[src/rtl/adder_pkg.sv]
// Shared types and default sizing for the multi-word sequential adder.
// The slice sequencer state enum lives here so benches can decode the debug state.
package adder_pkg;

  localparam int DEF_CHUNK  = 8;
  localparam int DEF_NCHUNK = 4;

  typedef enum logic [1:0] {
    IDLE = 2'd0,
    RUN  = 2'd1,
    DONE = 2'd2
  } state_t;

endpackage

[src/rtl/multiword_add_seq_if.sv]
// Operand/result handshake bundle for multiword_add_seq.
// The sub field exists only when MWADD_SUB_EN is defined.
interface multiword_add_seq_if #(
    parameter int CHUNK  = adder_pkg::DEF_CHUNK,
    parameter int NCHUNK = adder_pkg::DEF_NCHUNK
);
    localparam int WIDTH = CHUNK * NCHUNK;

    // Valid/ready: a transfer happens on a rising edge where valid && ready are both
    // high; the sender holds valid and its payload steady until that edge.
    logic             in_valid;
    logic             in_ready;
    logic [WIDTH-1:0] a;
    logic [WIDTH-1:0] b;
    logic             cin;
`ifdef MWADD_SUB_EN
    logic             sub;
`endif
    logic             out_valid;
    logic             out_ready;
    logic [WIDTH-1:0] sum;
    logic             cout;
    logic             busy;

    modport slave (
        input  in_valid, a, b, cin,
`ifdef MWADD_SUB_EN
        input  sub,
`endif
        input  out_ready,
        output in_ready, out_valid, sum, cout, busy
    );

    modport master (
        output in_valid, a, b, cin,
`ifdef MWADD_SUB_EN
        output sub,
`endif
        output out_ready,
        input  in_ready, out_valid, sum, cout, busy
    );

endinterface

[src/rtl/ripplefullfadder_x.sv]
// Combinational ripple-carry adder of chainnumber bits; the shared slice datapath.
module ripplefullfadder_x #(
    parameter int chainnumber = 8
) (
    input  logic [chainnumber-1:0] a,
    input  logic [chainnumber-1:0] b,
    input  logic                   cin,
    output logic [chainnumber-1:0] s,
    output logic                   cout
);

    logic c;

    always_comb begin
        c = cin;
        s = '0;
        for (int i = 0; i < chainnumber; i++) begin
            s[i] = a[i] ^ b[i] ^ c;
            c    = (a[i] & b[i]) | (c & (a[i] ^ b[i]));
        end
        cout = c;
    end

endmodule

[src/rtl/multiword_add_seq.sv]
// Adds two CHUNK*NCHUNK-bit operands one CHUNK-bit slice per cycle through a shared ripple adder.
// Optional subtract mode when MWADD_SUB_EN is defined.
module multiword_add_seq
    import adder_pkg::*;
#(
    parameter int CHUNK  = DEF_CHUNK,
    parameter int NCHUNK = DEF_NCHUNK
) (
    input  logic                  clk1,
    input  logic                  rst_n,
    multiword_add_seq_if.slave    bus,
    output state_t                dbg_state
);

    localparam int WIDTH = CHUNK * NCHUNK;
    localparam int KW    = $clog2(NCHUNK);
    localparam int BW    = $clog2(WIDTH);
    localparam logic [KW-1:0] KLAST = KW'(NCHUNK - 1);

    state_t           state, state_nx;
    logic [WIDTH-1:0] a_q, b_q, sum_q;
    logic             carry_q, cout_q;
    logic [KW-1:0]    k_q;
    logic [BW-1:0]    base;
    logic [CHUNK-1:0] slice_s;
    logic             slice_c;
    logic             sub_req;

`ifdef MWADD_SUB_EN
    assign sub_req = bus.sub;
`else
    assign sub_req = 1'b0;
`endif

    assign base = BW'(k_q) * BW'(CHUNK);

    ripplefullfadder_x #(.chainnumber(CHUNK)) u_slice (
        .a    (a_q[base +: CHUNK]),
        .b    (b_q[base +: CHUNK]),
        .cin  (carry_q),
        .s    (slice_s),
        .cout (slice_c)
    );

    always_ff @(posedge clk1 or negedge rst_n) begin
        if (!rst_n) begin
            state   <= IDLE;
            a_q     <= '0;
            b_q     <= '0;
            sum_q   <= '0;
            carry_q <= 1'b0;
            cout_q  <= 1'b0;
            k_q     <= '0;
        end else begin
            state <= state_nx;
            case (state)
                IDLE: if (bus.in_valid) begin
                    // Subtraction is a + ~b + 1, so the incoming cin is dropped.
                    a_q     <= bus.a;
                    b_q     <= sub_req ? ~bus.b : bus.b;
                    carry_q <= sub_req ? 1'b1 : bus.cin;
                    k_q     <= '0;
                end
                RUN: begin
                    sum_q[base +: CHUNK] <= slice_s;
                    carry_q              <= slice_c;
                    if (k_q == KLAST) cout_q <= slice_c;
                    else              k_q    <= k_q + 1'b1;
                end
                default: ;
            endcase
        end
    end

    always_comb begin
        state_nx      = state;
        bus.in_ready  = 1'b0;
        bus.out_valid = 1'b0;
        bus.busy      = 1'b0;
        case (state)
            IDLE: begin
                bus.in_ready = 1'b1;
                if (bus.in_valid) state_nx = RUN;
            end
            RUN: begin
                bus.busy = 1'b1;
                if (k_q == KLAST) state_nx = DONE;
            end
            DONE: begin
                bus.busy      = 1'b1;
                bus.out_valid = 1'b1;
                if (bus.out_ready) state_nx = IDLE;
            end
            default: state_nx = IDLE;
        endcase
    end

    assign bus.sum   = sum_q;
    assign bus.cout  = cout_q;
    assign dbg_state = state;

endmodule

[src/flat_wrapper.sv]
// flat-port wrapper written by rule: the top's interface ports become plain ports
module multiword_add_seq_flat import adder_pkg::*;
#(
    parameter int CHUNK  = DEF_CHUNK,
    parameter int NCHUNK = DEF_NCHUNK
)
  (clk1, rst_n, dbg_state, bus_in_valid, bus_a, bus_b, bus_cin, bus_out_ready, bus_in_ready, bus_out_valid, bus_sum, bus_cout, bus_busy);
  multiword_add_seq_if #(.CHUNK(CHUNK), .NCHUNK(NCHUNK)) bus_i ();
  input  logic clk1;
  input  logic rst_n;
  output state_t dbg_state;
  input wire logic [$bits(bus_i.in_valid)-1:0] bus_in_valid;
  input wire logic [$bits(bus_i.a)-1:0] bus_a;
  input wire logic [$bits(bus_i.b)-1:0] bus_b;
  input wire logic [$bits(bus_i.cin)-1:0] bus_cin;
  input wire logic [$bits(bus_i.out_ready)-1:0] bus_out_ready;
  output wire logic [$bits(bus_i.in_ready)-1:0] bus_in_ready;
  output wire logic [$bits(bus_i.out_valid)-1:0] bus_out_valid;
  output wire logic [$bits(bus_i.sum)-1:0] bus_sum;
  output wire logic [$bits(bus_i.cout)-1:0] bus_cout;
  output wire logic [$bits(bus_i.busy)-1:0] bus_busy;
  assign bus_i.in_valid = bus_in_valid;
  assign bus_i.a = bus_a;
  assign bus_i.b = bus_b;
  assign bus_i.cin = bus_cin;
  assign bus_i.out_ready = bus_out_ready;
  assign bus_in_ready = bus_i.in_ready;
  assign bus_out_valid = bus_i.out_valid;
  assign bus_sum = bus_i.sum;
  assign bus_cout = bus_i.cout;
  assign bus_busy = bus_i.busy;
  multiword_add_seq #(.CHUNK(CHUNK), .NCHUNK(NCHUNK)) u_core (.clk1(clk1), .rst_n(rst_n), .bus(bus_i), .dbg_state(dbg_state));
endmodule
[config.mk]
export PLATFORM = sky130hd
export DESIGN_NAME = multiword_add_seq_flat
export DESIGN_NICKNAME = d
export VERILOG_FILES = /design/src/rtl/adder_pkg.sv /design/src/rtl/multiword_add_seq_if.sv /design/src/rtl/ripplefullfadder_x.sv /design/src/rtl/multiword_add_seq.sv /design/src/flat_wrapper.sv
export SDC_FILE = /design/constraint.sdc
export NUM_CORES = 1
export LEC_CHECK = 0
export CAP_MARGIN = 20
export CORE_UTILIZATION = 51
export CTS_BUF_LIST = sky130_fd_sc_hd__clkbuf_4
export CTS_CLUSTER_DIAMETER = 50
export CTS_CLUSTER_SIZE = 12
export DETAILED_ROUTE_END_ITERATION = 8
export MAX_ROUTING_LAYER = met4
export PLACE_DENSITY = 0.78
export RECOVER_POWER = 100
export SETUP_SLACK_MARGIN = 0.5
export SYNTH_ARGS = -nofsm -noshare
export SYNTH_HDL_FRONTEND = slang
export SYNTH_HIERARCHICAL = 1
export SYNTH_SLANG_ARGS = --single-unit
[constraint.sdc]
create_clock -name clk1 -period 11.4 [get_ports clk1]
set_input_delay 2.28 -clock clk1 [delete_from_list [all_inputs] [get_ports clk1]]
set_output_delay 2.28 -clock clk1 [all_outputs]
set_load 0.01 [all_outputs]
Word-level counts from Yosys, hierarchy flattened --
Index checks and enable logic that the tools add are counted.
Storage, ports and cells: register bits 102, input bits 69, output and inout port bits 38, word-level logic and storage cells 81
Cells by class: add/subtract/negate cells 2, equal/unequal tests 7, shift-type cells 4, multiplexer cells 13, bitwise gates (word level) 40, reductions and logical operators 8
Operator list (number):
- indexed part select 32 x 6 -> 8 bit | 2
- bitwise mux 32 bit | 1
- variable shift 8 x 7 -> 32 bit (first input constant) | 1
- indexed part select 8 x 7 -> 32 bit | 1
- AND 1 bit | 16
- bitwise XOR 1 bit | 16
- 2-to-1 mux 2 bit | 5
- OR 1 bit | 8
- negator 5 -> 7 bit | 1
- inequality test 2 bit (second input constant) | 3
- case mux 2 bit (3 select lines) | 1
- AND reduction 2 bit | 3
- AND reduction 3 bit | 2
- == test 2 bit (second input constant) | 2
- 2-to-1 mux 1 bit | 4
- case mux 2 bit (2 select lines) | 1
- adder 2 x 1 -> 2 bit (second input constant) | 1
- == test 2 x 1 -> 1 bit (second input constant) | 1
- logical NOT 2 bit | 1
- inequality test 2 x 1 -> 1 bit (second input constant) | 1
- case mux 1 bit (2 select lines) | 1
- nonzero test 2 bit | 1
- OR reduction 2 bit | 1

Logic depth before layout (Yosys ltp) --
Gate-level depths: netlist of run 1.
depth in word-level cells 19, gate-level depth with buffers 16, gate-level depth less buffers 15

By module --
Netlist of run 1, hierarchy kept.
By module, submodules not included:
- multiword_add_seq | times used 1, cells an instance 281, area an instance 4377.9 um^2, seq. area each 2552.4 um^2
- ripplefullfadder_x | times used 1, cells an instance 18, area an instance 197.7 um^2, seq. area each 0.0 um^2

Worst setup path after synthesis of run 1 --
Ideal clock, no wire load.
kind flip-flop to flip-flop, start reg u_core.k_q[0], end reg u_core.sum_q[23], in the netlist u_core/bus.sum[23], setup time 0.067 ns, arrival time 4.456 ns, data required time 11.333 ns, slack 6.878 ns, cell stages (with the launch flop) 16, buffers on the path 1, period minus slack after synthesis 4.522 ns, cell sequence dfrtp_1 -> buf_4 -> mux4_2 -> fa_1 -> inv_1 -> fa_1 -> inv_1 -> fa_1 -> fa_1 -> fa_1 -> fa_1 -> fa_1 -> inv_1 -> fa_1 -> inv_1 -> a22o_1
Between the ends: word-level cells in the longest chain between the ends 19, elaborated cells on any way between the ends 43, those cells by class add/sub: 1; shift: 4; mux: 1; bitwise: 37
Ends and longest elaborated chain:
- start: declaration | line multiword_add_seq.sv:23 | logic [KW-1:0] k_q;
- start signal: assignment | line multiword_add_seq.sv:68 | else k_q <= k_q + 1'b1;
- indexed part select 32 x 6 -> 8 bit (on tied branches) | line multiword_add_seq.sv:38, multiword_add_seq.sv:39
- bitwise XOR 1 bit | line ripplefullfadder_x.sv:19 | c = (a[i] & b[i]) | (c & (a[i] ^ b[i]));
- AND 1 bit | line ripplefullfadder_x.sv:19
- OR 1 bit | line ripplefullfadder_x.sv:19
- AND 1 bit | line ripplefullfadder_x.sv:19
- OR 1 bit | line ripplefullfadder_x.sv:19
- AND 1 bit | line ripplefullfadder_x.sv:19
- OR 1 bit | line ripplefullfadder_x.sv:19
- [4 not listed]
- AND 1 bit | line ripplefullfadder_x.sv:19
- OR 1 bit | line ripplefullfadder_x.sv:19
- AND 1 bit | line ripplefullfadder_x.sv:19
- OR 1 bit | line ripplefullfadder_x.sv:19
- bitwise XOR 1 bit * | line ripplefullfadder_x.sv:18 | s[i] = a[i] ^ b[i] ^ c;
- net u_core.slice_s[7] | line multiword_add_seq.sv:25 | logic [CHUNK-1:0] slice_s;
- indexed part select 8 x 7 -> 32 bit * | line multiword_add_seq.sv:65 | sum_q[base +: CHUNK] <= slice_s;
- bitwise mux 32 bit * | line multiword_add_seq.sv:65
- end signal: indexed assignment | line multiword_add_seq.sv:65
- end: declaration | line multiword_add_seq.sv:21 | logic [WIDTH-1:0] a_q, b_q, sum_q;
The timed path passes the listed nets; every way through them passes the cells marked *. A chain may end at the register's enable or synchronous reset.

==> flow_summary.html, run 1 <==
<table>
<tr><th>Metric</th><th>Value</th></tr>
<tr><th colspan="2">STA</th></tr>
<tr><td>Number of endpoints failing setup at the final stage</td><td>0</td></tr>
<tr><td>Aggregate negative setup slack</td><td>0 ns</td></tr>
<tr><td>Tightest slew margin relative to the limit</td><td>-122.0%</td></tr>
<tr><td>Setup repair after global routing missed its margin</td><td>no</td></tr>
<tr><td>Clock period minus final worst setup slack</td><td>~6.3 ns</td></tr>
<tr><td>Count of pins over their slew limit</td><td>approximately 200</td></tr>
<tr><td>Highest Clock Rate</td><td>between 150 and 200 MHz</td></tr>
<tr><td>Total count of hold-check failures in the final report</td><td>0</td></tr>
<tr><td>Final Worst Setup Slack</td><td>a little over 5 ns</td></tr>
<tr><td>Ratio of final minimum period to clock period</td><td>a little under three fifths</td></tr>
<tr><td>Transition time at the pin with the least slew margin</td><td>3.330 ns</td></tr>
<tr><td>Setup Skew</td><td>~0.014 ns</td></tr>
<tr><th colspan="2">Worst setup path</th></tr>
<tr><td>CP arrival</td><td>between 6 and 7 ns</td></tr>
<tr><td>Family of cells with the greatest summed delay on the critical path</td><td>buffers and inverters</td></tr>
<tr><td>Reg2Reg Setup Slack</td><td>~5.5 ns</td></tr>
<tr><td>Crit-path most repeated cell</td><td>sky130_fd_sc_hd__clkbuf_1</td></tr>
<tr><td>Worst setup path class</td><td>in2async</td></tr>
<tr><td>Series of cell instances along the critical path</td><td>clkbuf_1, clkbuf_1</td></tr>
<tr><td>Reg-to-reg endpoint</td><td>u_core/bus.sum[23]</td></tr>
<tr><td>Required time of the worst setup path</td><td>around 11 ns</td></tr>
<tr><td>Crit path largest cell delay</td><td>2.41 ns</td></tr>
<tr><td>Critical path peak fanout</td><td>between 60 and 70</td></tr>
<tr><td>CP max-delay cell</td><td>sky130_fd_sc_hd__clkbuf_1</td></tr>
<tr><td>Startpoint class of the critical path</td><td>primary input</td></tr>
<tr><td>Number of buffer and inverter instances along the worst setup path</td><td>2</td></tr>
<tr><td>R2R cell count</td><td>15</td></tr>
<tr><td>Worst reg2reg startpoint</td><td>u_core/k_q[0]</td></tr>
<tr><td>Critical Path Sink Type</td><td>asynchronous set/reset pin</td></tr>
<tr><th colspan="2">Logic synthesis</th></tr>
<tr><td>YS warnings</td><td>6</td></tr>
<tr><td>Number of distinct standard cells referenced by the synthesized netlist</td><td>27</td></tr>
<tr><td>Register bit count reported by yosys</td><td>just over 100</td></tr>
<tr><td>Share of synthesized area occupied by flip-flops and latches</td><td>55.78%</td></tr>
<tr><td>Number of instances in the synthesized netlist</td><td>between 200 and 300</td></tr>
<tr><td>Post-synthesis instance area</td><td>between 4000 and 5000 sq um</td></tr>
<tr><td>Synthesized Nets</td><td>a little under 400</td></tr>
<tr><td>Mean post-synth cell area</td><td>around 15 sq um</td></tr>
<tr><th colspan="2">Routing</th></tr>
<tr><td>Highest metal layer used by the detailed router</td><td>met4</td></tr>
<tr><td>Iteration-0 DRC count of the detailed router</td><td>approximately 100</td></tr>
<tr><td>Number of vias after detailed routing</td><td>around 2,800</td></tr>
<tr><td>Pre-Repair DR Iteration Count</td><td>4</td></tr>
<tr><td>Avg Vias per Cell</td><td>5.477</td></tr>
<tr><td>Sum of routed wire length over all layers</td><td>9188 um</td></tr>
<tr><td>Met1 Routed Length</td><td>4117 um</td></tr>
<tr><td>Remaining antenna violation count</td><td>0</td></tr>
<tr><td>Routed wl met2</td><td>around 4600 um</td></tr>
<tr><td>DRC violation count after routing</td><td>0</td></tr>
<tr><td>Average wire per cell in the routed design</td><td>about 18 um</td></tr>
<tr><td>Routed wl met3</td><td>between 300 and 400 um</td></tr>
<tr><th colspan="2">Clock tree</th></tr>
<tr><td>Num CTS Buffers</td><td>9</td></tr>
<tr><td>Count of cells resized by post-cts repair</td><td>0</td></tr>
<tr><td>H-tree depth</td><td>3</td></tr>
<tr><td>Clock latency at the later pin of the worst-skew pair</td><td>0.44 ns</td></tr>
<tr><td>Buffer levels on the longest clock path</td><td>2</td></tr>
<tr><td>Post-CTS setup buffer count</td><td>0</td></tr>
<tr><td>CTS Sinks</td><td>102</td></tr>
<tr><td>CTS tree</td><td>built</td></tr>
<tr><td>Reg clk slew, reported paths</td><td>0.16 ns</td></tr>
<tr><td>Number of buffers added to fix hold violations after cts</td><td>0</td></tr>
<tr><td>Clock tree root driver cell</td><td>sky130_fd_sc_hd__clkbuf_4</td></tr>
<tr><th colspan="2">Finish</th></tr>
<tr><td>Area growth from synthesis to layout</td><td>27.13%</td></tr>
<tr><td>Final instance count without filler cells</td><td>520</td></tr>
<tr><td>Post-layout net count</td><td>493</td></tr>
<tr><td>Layout Utilization</td><td>approximately 67%</td></tr>
<tr><td>Fill cell count</td><td>slightly above 600</td></tr>
<tr><td>Post-route cell area</td><td>approximately 5800 sq um</td></tr>
<tr><td>Most frequent cells in the layout</td><td>102 x sky130_fd_sc_hd__dfrtp_1, 67 x sky130_fd_sc_hd__mux2_2, 66 x sky130_fd_sc_hd__clkdlybuf4s50_1, 39 x sky130_fd_sc_hd__dlygate4sd3_1, 30 x sky130_fd_sc_hd__a22o_1</td></tr>
<tr><td>ANT cells</td><td>0</td></tr>
<tr><td>Proportion of layout cells with a drive suffix above 1</td><td>25.24%</td></tr>
<tr><td>Most common cell after layout, fill and taps aside</td><td>sky130_fd_sc_hd__dfrtp_1</td></tr>
<tr><th colspan="2">Worst hold path</th></tr>
<tr><td>Capture endpoint of the worst hold path</td><td>u_core/bus.sum[9]</td></tr>
<tr><td>Worst hold path startpoint</td><td>u_core/bus.sum[9]</td></tr>
<tr><td>Worst min-delay path class</td><td>reg2reg</td></tr>
<tr><td>Cells on Worst Hold Path</td><td>2</td></tr>
<tr><th colspan="2">Status</th></tr>
<tr><td>Result of the run</td><td>complete, but fails checks</td></tr>
<tr><td>Violated checks</td><td>max-capacitance violations, max-slew violations</td></tr>
<tr><th colspan="2">Die</th></tr>
<tr><td>Die W</td><td>around 97 um</td></tr>
<tr><td>Effective utilization at floorplan</td><td>around 52%</td></tr>
<tr><td>Std cell rows</td><td>34</td></tr>
<tr><td>Core Box Area</td><td>approximately 8700 sq um</td></tr>
<tr><td>Height of the die</td><td>slightly below 100 um</td></tr>
<tr><td>Die area</td><td>a little over 9000 sq um</td></tr>
<tr><td>Top-level I/O count</td><td>between 100 and 150</td></tr>
<tr><th colspan="2">Pwr</th></tr>
<tr><td>Power Density</td><td>~270 nW/um^2</td></tr>
<tr><td>Peak VDD IR</td><td>0.1359 mV</td></tr>
<tr><td>Leakage power</td><td>approximately 0.0026 uW</td></tr>
<tr><th colspan="2">GRT</th></tr>
<tr><td>First-pass GRT wire length</td><td>approximately 16,000 um</td></tr>
<tr><td>Initial antenna violation count</td><td>0</td></tr>
<tr><td>Remaining global-route overflow</td><td>0</td></tr>
<tr><td>Vias in the first global route</td><td>slightly above 3,000</td></tr>
<tr><td>Largest net degree at the start of global routing</td><td>between 60 and 70</td></tr>
<tr><td>GR Util All Layers</td><td>approximately 22%</td></tr>
<tr><th colspan="2">Placement</th></tr>
<tr><td>Routability-driven placement congestion ratio</td><td>roughly 0.77</td></tr>
<tr><td>Post-placement setup slack</td><td>6.562 ns</td></tr>
<tr><td>IO buf count</td><td>106</td></tr>
<tr><td>DPL Wire Length</td><td>between 6000 and 7000 um</td></tr>
<tr><td>Post-placement cell area</td><td>~5700 sq um</td></tr>
<tr><td>Dpl cells</td><td>504</td></tr>
<tr><th colspan="2">Run</th></tr>
<tr><td>Max-cap violations</td><td>4</td></tr>
</table>
[worst max path at each step]
stage	from	slack [ns]	end	cells after the start
floorplan	u_core/k_q[0]	6.88	u_core/bus.sum[23]	15
global placement	u_core/k_q[0]	6.68	u_core/bus.sum[23]	15
global route	rst_n	4.08	u_core/b_q[6]	2
detailed placement	u_core/k_q[0]	6.56	u_core/bus.sum[23]	15
finish	rst_n	5.10	u_core/b_q[22]	2
CTS	u_core/k_q[0]	6.51	u_core/bus.sum[23]	15
[power by group]
part           total [uW]  internal [uW]  switching (uW)  leakage, uW
combinational         813            421             393      0.00125
clock                 170           48.7             121    0.0000610
sequential            592            512            80.4      0.00127
total                1580            981             594      0.00258
[metal layers]
layer	track usage, %	up-vias
li1	-	1312
met1	29.37	1443
met2	34.67	82
met3	3.468	11
met4	6.315	0
met5	-	-
[synthesized netlist by cell type (all sizes together)]
cell type	instances	area share, %
fa	8	3.5
o22ai	2	0.27
nor2b	1	0.14
or2	1	0.14
a221oi	1	0.19
ha	9	2.5
mux2	67	16
nor3b	2	0.55
nor4	1	0.46
dfrtp	102	56
nand2b	3	0.41
nand3	2	0.22
nor2	1	0.082
nor3	2	0.33
a22o	30	5.7
inv	17	1.4
clkbuf	2	0.16
mux4	16	7.9
buf	11	1.3
a211oi	1	0.16
nand3b	1	0.16
o21ai	6	0.66
nand2	12	1.0
nor4b	1	0.52
[registers in the layout, summed over array words and instances (netlist names)]
register and count:
u_core/carry_q 1, u_core/bus.cout 1, u_core/k_q 2, u_core/b_q 32, u_core/a_q 32, u_core/bus.sum 32
u_core/dbg_state 2
[kinds of logic (layout without fill, tap and decap cells)]
group,after synthesis,count (layout),share of synthesized area [%]
buffers and inverters,30,143,2.817
AND/OR/NAND/NOR,27,27,4.047
adder cells (fa/ha/maj),17,17,5.961
AO/OA/AOI/OAI,40,40,7.028
flip-flops,102,102,55.78
multiplexers,83,83,24.36
[per-stage QoR]
step	hold WS, ns	power [uW]
after floorplan	0.4738	1151
after global placement	0.4665	1391
after detailed placement	0.4717	1427
after CTS	0.5060	1595
after global routing	0.5140	1691
final	0.4906	1575
[area by class of cell]
class / instances / area [sq um] / area share [%]
well taps: 108 / 135.1 / 2.323
clock buffers: 10 / 75.07 / 1.291
multi-input cells: 167 / 1872 / 32.18
flip-flops and latches: 102 / 2552 / 43.88
clock inverters: 6 / 45.04 / 0.7744
repair buffers: 110 / 1074 / 18.46
inverters: 17 / 63.81 / 1.097
(Power assumes the default switching activity.)
==> run 2, diff against run 1 <==
==> constraint.sdc (replaced) <==
create_clock -name clk1 -period 6.5 [get_ports clk1]
set_input_delay 1.3 -clock clk1 [delete_from_list [all_inputs] [get_ports clk1]]
set_output_delay 1.3 -clock clk1 [all_outputs]
set_load 0.01 [all_outputs]
==> flow_summary.html, run 2 (same netlist as run 1, synthesis figures left out) <==
<table>
<tr><th>Metric</th><th>Value</th></tr>
<tr><th colspan="2">Finish</th></tr>
<tr><td>Most frequent cells in the layout</td><td>102 x sky130_fd_sc_hd__dfrtp_1, 67 x sky130_fd_sc_hd__mux2_2, 66 x sky130_fd_sc_hd__clkdlybuf4s50_1, 39 x sky130_fd_sc_hd__dlygate4sd3_1, 30 x sky130_fd_sc_hd__a22o_1</td></tr>
<tr><td>Most common cell after layout, fill and taps aside</td><td>sky130_fd_sc_hd__dfrtp_1</td></tr>
<tr><td>ANT cells</td><td>0</td></tr>
<tr><td>Post-layout net count</td><td>roughly 490</td></tr>
<tr><td>Fill cell count</td><td>between 600 and 700</td></tr>
<tr><td>Proportion of layout cells with a drive suffix above 1</td><td>~25%</td></tr>
<tr><td>Area growth from synthesis to layout</td><td>27.54%</td></tr>
<tr><th colspan="2">GRT</th></tr>
<tr><td>GR Util All Layers</td><td>between 20% and 30%</td></tr>
<tr><td>Remaining global-route overflow</td><td>0</td></tr>
<tr><td>Largest net degree at the start of global routing</td><td>87</td></tr>
<tr><td>Vias in the first global route</td><td>approximately 3,000</td></tr>
<tr><td>Initial antenna violation count</td><td>0</td></tr>
<tr><td>First-pass GRT wire length</td><td>around 16,000 um</td></tr>
<tr><th colspan="2">Routing</th></tr>
<tr><td>Iteration-0 DRC count of the detailed router</td><td>around 100</td></tr>
<tr><td>Sum of routed wire length over all layers</td><td>9496 um</td></tr>
<tr><td>DRC violation count after routing</td><td>0</td></tr>
<tr><td>Pre-Repair DR Iteration Count</td><td>4</td></tr>
<tr><td>Remaining antenna violation count</td><td>0</td></tr>
<tr><td>Average wire per cell in the routed design</td><td>between 15 and 20 um</td></tr>
<tr><td>Number of vias after detailed routing</td><td>between 2,000 and 3,000</td></tr>
<tr><td>Avg Vias per Cell</td><td>around 5.6</td></tr>
<tr><th colspan="2">STA</th></tr>
<tr><td>Number of endpoints failing setup at the final stage</td><td>0</td></tr>
<tr><td>Setup Skew</td><td>~0.013 ns</td></tr>
<tr><td>Total count of hold-check failures in the final report</td><td>0</td></tr>
<tr><td>Aggregate negative setup slack</td><td>0 ns</td></tr>
<tr><td>Transition time at the pin with the least slew margin</td><td>roughly 3.3 ns</td></tr>
<tr><td>Worst hold slack</td><td>between 0.5 and 0.6 ns</td></tr>
<tr><td>Count of pins over their slew limit</td><td>between 80 and 90</td></tr>
<tr><td>Setup repair after global routing missed its margin</td><td>no</td></tr>
<tr><td>Clock period minus final worst setup slack</td><td>roughly 5.2 ns</td></tr>
<tr><td>Highest Clock Rate</td><td>about 190 MHz</td></tr>
<tr><td>Ratio of final minimum period to clock period</td><td>between 80% and 90%</td></tr>
<tr><td>Tightest slew margin relative to the limit</td><td>-123.3%</td></tr>
<tr><th colspan="2">Clock tree</th></tr>
<tr><td>Reg clk slew, reported paths</td><td>approximately 0.14 ns</td></tr>
<tr><td>Clock latency at the later pin of the worst-skew pair</td><td>about 0.43 ns</td></tr>
<tr><td>Count of cells resized by post-cts repair</td><td>0</td></tr>
<tr><td>Clock tree root driver cell</td><td>sky130_fd_sc_hd__clkbuf_4</td></tr>
<tr><td>Post-CTS setup buffer count</td><td>0</td></tr>
<tr><td>Buffer levels on the longest clock path</td><td>2</td></tr>
<tr><td>CTS tree</td><td>built</td></tr>
<tr><td>Num CTS Buffers</td><td>9</td></tr>
<tr><td>CTS Sinks</td><td>102</td></tr>
<tr><td>H-tree depth</td><td>3</td></tr>
<tr><td>Number of buffers added to fix hold violations after cts</td><td>0</td></tr>
<tr><th colspan="2">Worst hold path</th></tr>
<tr><td>Capture endpoint of the worst hold path</td><td>u_core/bus.sum[25]</td></tr>
<tr><td>Worst min-delay path class</td><td>reg2reg</td></tr>
<tr><td>Cells on Worst Hold Path</td><td>2</td></tr>
<tr><td>Worst hold path startpoint</td><td>u_core/bus.sum[25]</td></tr>
<tr><th colspan="2">Worst setup path</th></tr>
<tr><td>CP arrival</td><td>5.60 ns</td></tr>
<tr><td>CP max-delay cell</td><td>sky130_fd_sc_hd__clkbuf_1</td></tr>
<tr><td>Critical path peak fanout</td><td>18</td></tr>
<tr><td>Crit path largest cell delay</td><td>0.85 ns</td></tr>
<tr><td>Reg2Reg Setup Slack</td><td>~1.3 ns</td></tr>
<tr><td>Required time of the worst setup path</td><td>6.86 ns</td></tr>
<tr><td>Critical Path Sink Type</td><td>flip-flop</td></tr>
<tr><td>Series of cell instances along the critical path</td><td>clkbuf_1, mux4_2, inv_1, fa_1, inv_1, fa_1, fa_1, fa_1, fa_1, fa_1, inv_1, fa_1, inv_1, a22o_1</td></tr>
<tr><td>Reg-to-reg endpoint</td><td>u_core/bus.sum[7]</td></tr>
<tr><td>R2R cell count</td><td>14</td></tr>
<tr><td>Crit-path most repeated cell</td><td>sky130_fd_sc_hd__fa_1</td></tr>
<tr><td>Worst setup path class</td><td>reg2reg</td></tr>
<tr><td>Startpoint class of the critical path</td><td>flip-flop</td></tr>
<tr><td>Worst reg2reg startpoint</td><td>u_core/k_q[0]</td></tr>
<tr><th colspan="2">Die</th></tr>
<tr><td>Std cell rows</td><td>34</td></tr>
<tr><td>Effective utilization at floorplan</td><td>between 50% and 60%</td></tr>
<tr><td>Die W</td><td>approximately 97 um</td></tr>
<tr><td>Core Box Area</td><td>8721 sq um</td></tr>
<tr><td>Die area</td><td>slightly above 9000 sq um</td></tr>
<tr><td>Top-level I/O count</td><td>about 110</td></tr>
<tr><td>Height of the die</td><td>just under 100 um</td></tr>
<tr><th colspan="2">Pwr</th></tr>
<tr><td>Peak VDD IR</td><td>0.1896 mV</td></tr>
<tr><td>Power Density</td><td>about 470 nW/um^2</td></tr>
<tr><td>Leakage power</td><td>roughly 0.0026 uW</td></tr>
<tr><th colspan="2">Placement</th></tr>
<tr><td>DPL Wire Length</td><td>7079 um</td></tr>
<tr><td>Routability-driven placement congestion ratio</td><td>0.7904</td></tr>
<tr><td>IO buf count</td><td>~110</td></tr>
<tr><th colspan="2">Status</th></tr>
<tr><td>Result of the run</td><td>complete, but fails checks</td></tr>
<tr><td>Violated checks</td><td>max-capacitance violations, max-slew violations</td></tr>
<tr><th colspan="2">Run</th></tr>
<tr><td>Max-cap violations</td><td>3</td></tr>
</table>
[run 2: worst max path at each step]
| stage | endpoint | cells after the start | start |
|---|---|---|---|
| floorplan | u_core/bus.sum[23] | 15 | u_core/k_q[0] |
| global placement | u_core/bus.sum[23] | 14 | u_core/k_q[0] |
| detailed placement | u_core/bus.sum[31] | 14 | u_core/k_q[0] |
| CTS | u_core/bus.sum[31] | 14 | u_core/k_q[0] |
| global route | u_core/bus.sum[31] | 14 | u_core/k_q[0] |
| finish | u_core/bus.sum[7] | 14 | u_core/k_q[0] |
[run 2: cell type report]
cell class                      instances  area [sq um]  area share [%]
Timing Repair Buffer                  111          1101           18.87
Tap cell                              108         135.1           2.316
Inverter                               17         63.81           1.093
Multi-Input combinational cell        167          1852           31.73
Sequential cell                       102          2552           43.74
Clock inverter                          4         48.80          0.8362
Clock buffer                           11         82.58           1.415
[run 2: metrics by stage]
step | std cells | area, sq um | utilization (%) | total power [uW] | setup slack (ns)
6_report | 520 | 5836 | 66.92 | 2770 | 1.258
2_1_floorplan | 299 | 4576 | - | 2018 | 1.978
5_1_grt | 520 | 5836 | 66.92 | 2960 | 0.8791
4_1_cts | 519 | 5868 | 67.29 | 2812 | 1.730
3_3_place_gp | 504 | 5737 | 65.78 | 2443 | 1.828
3_5_place_dp | 504 | 5737 | 65.78 | 2495 | 1.773
[run 2: per-layer routing]
metal	global-route usage [%]	part of all wire (%)
met5	-	0
met4	7.348	2.0
met3	4.335	5.4
met2	33.75	48
met1	30.07	45
[run 2: where the power goes]
part	internal [uW]	switching, uW	leakage (uW)	total, uW
Combinational	725	669	0.00125	1390
Clock	124	194	0.0000767	318
Sequential	898	160	0.00127	1060
[run 2: critical path, delay by kind of cell (launching register included)]
| kind | cells | cell delay, ns |
|---|---|---|
| adder cells (fa/ha/maj) | 7 | 2.53 |
| buffers and inverters | 5 | 1.20 |
| flip-flops | 1 | 0.69 |
| multiplexers | 1 | 0.60 |
| AO/OA/AOI/OAI | 1 | 0.14 |
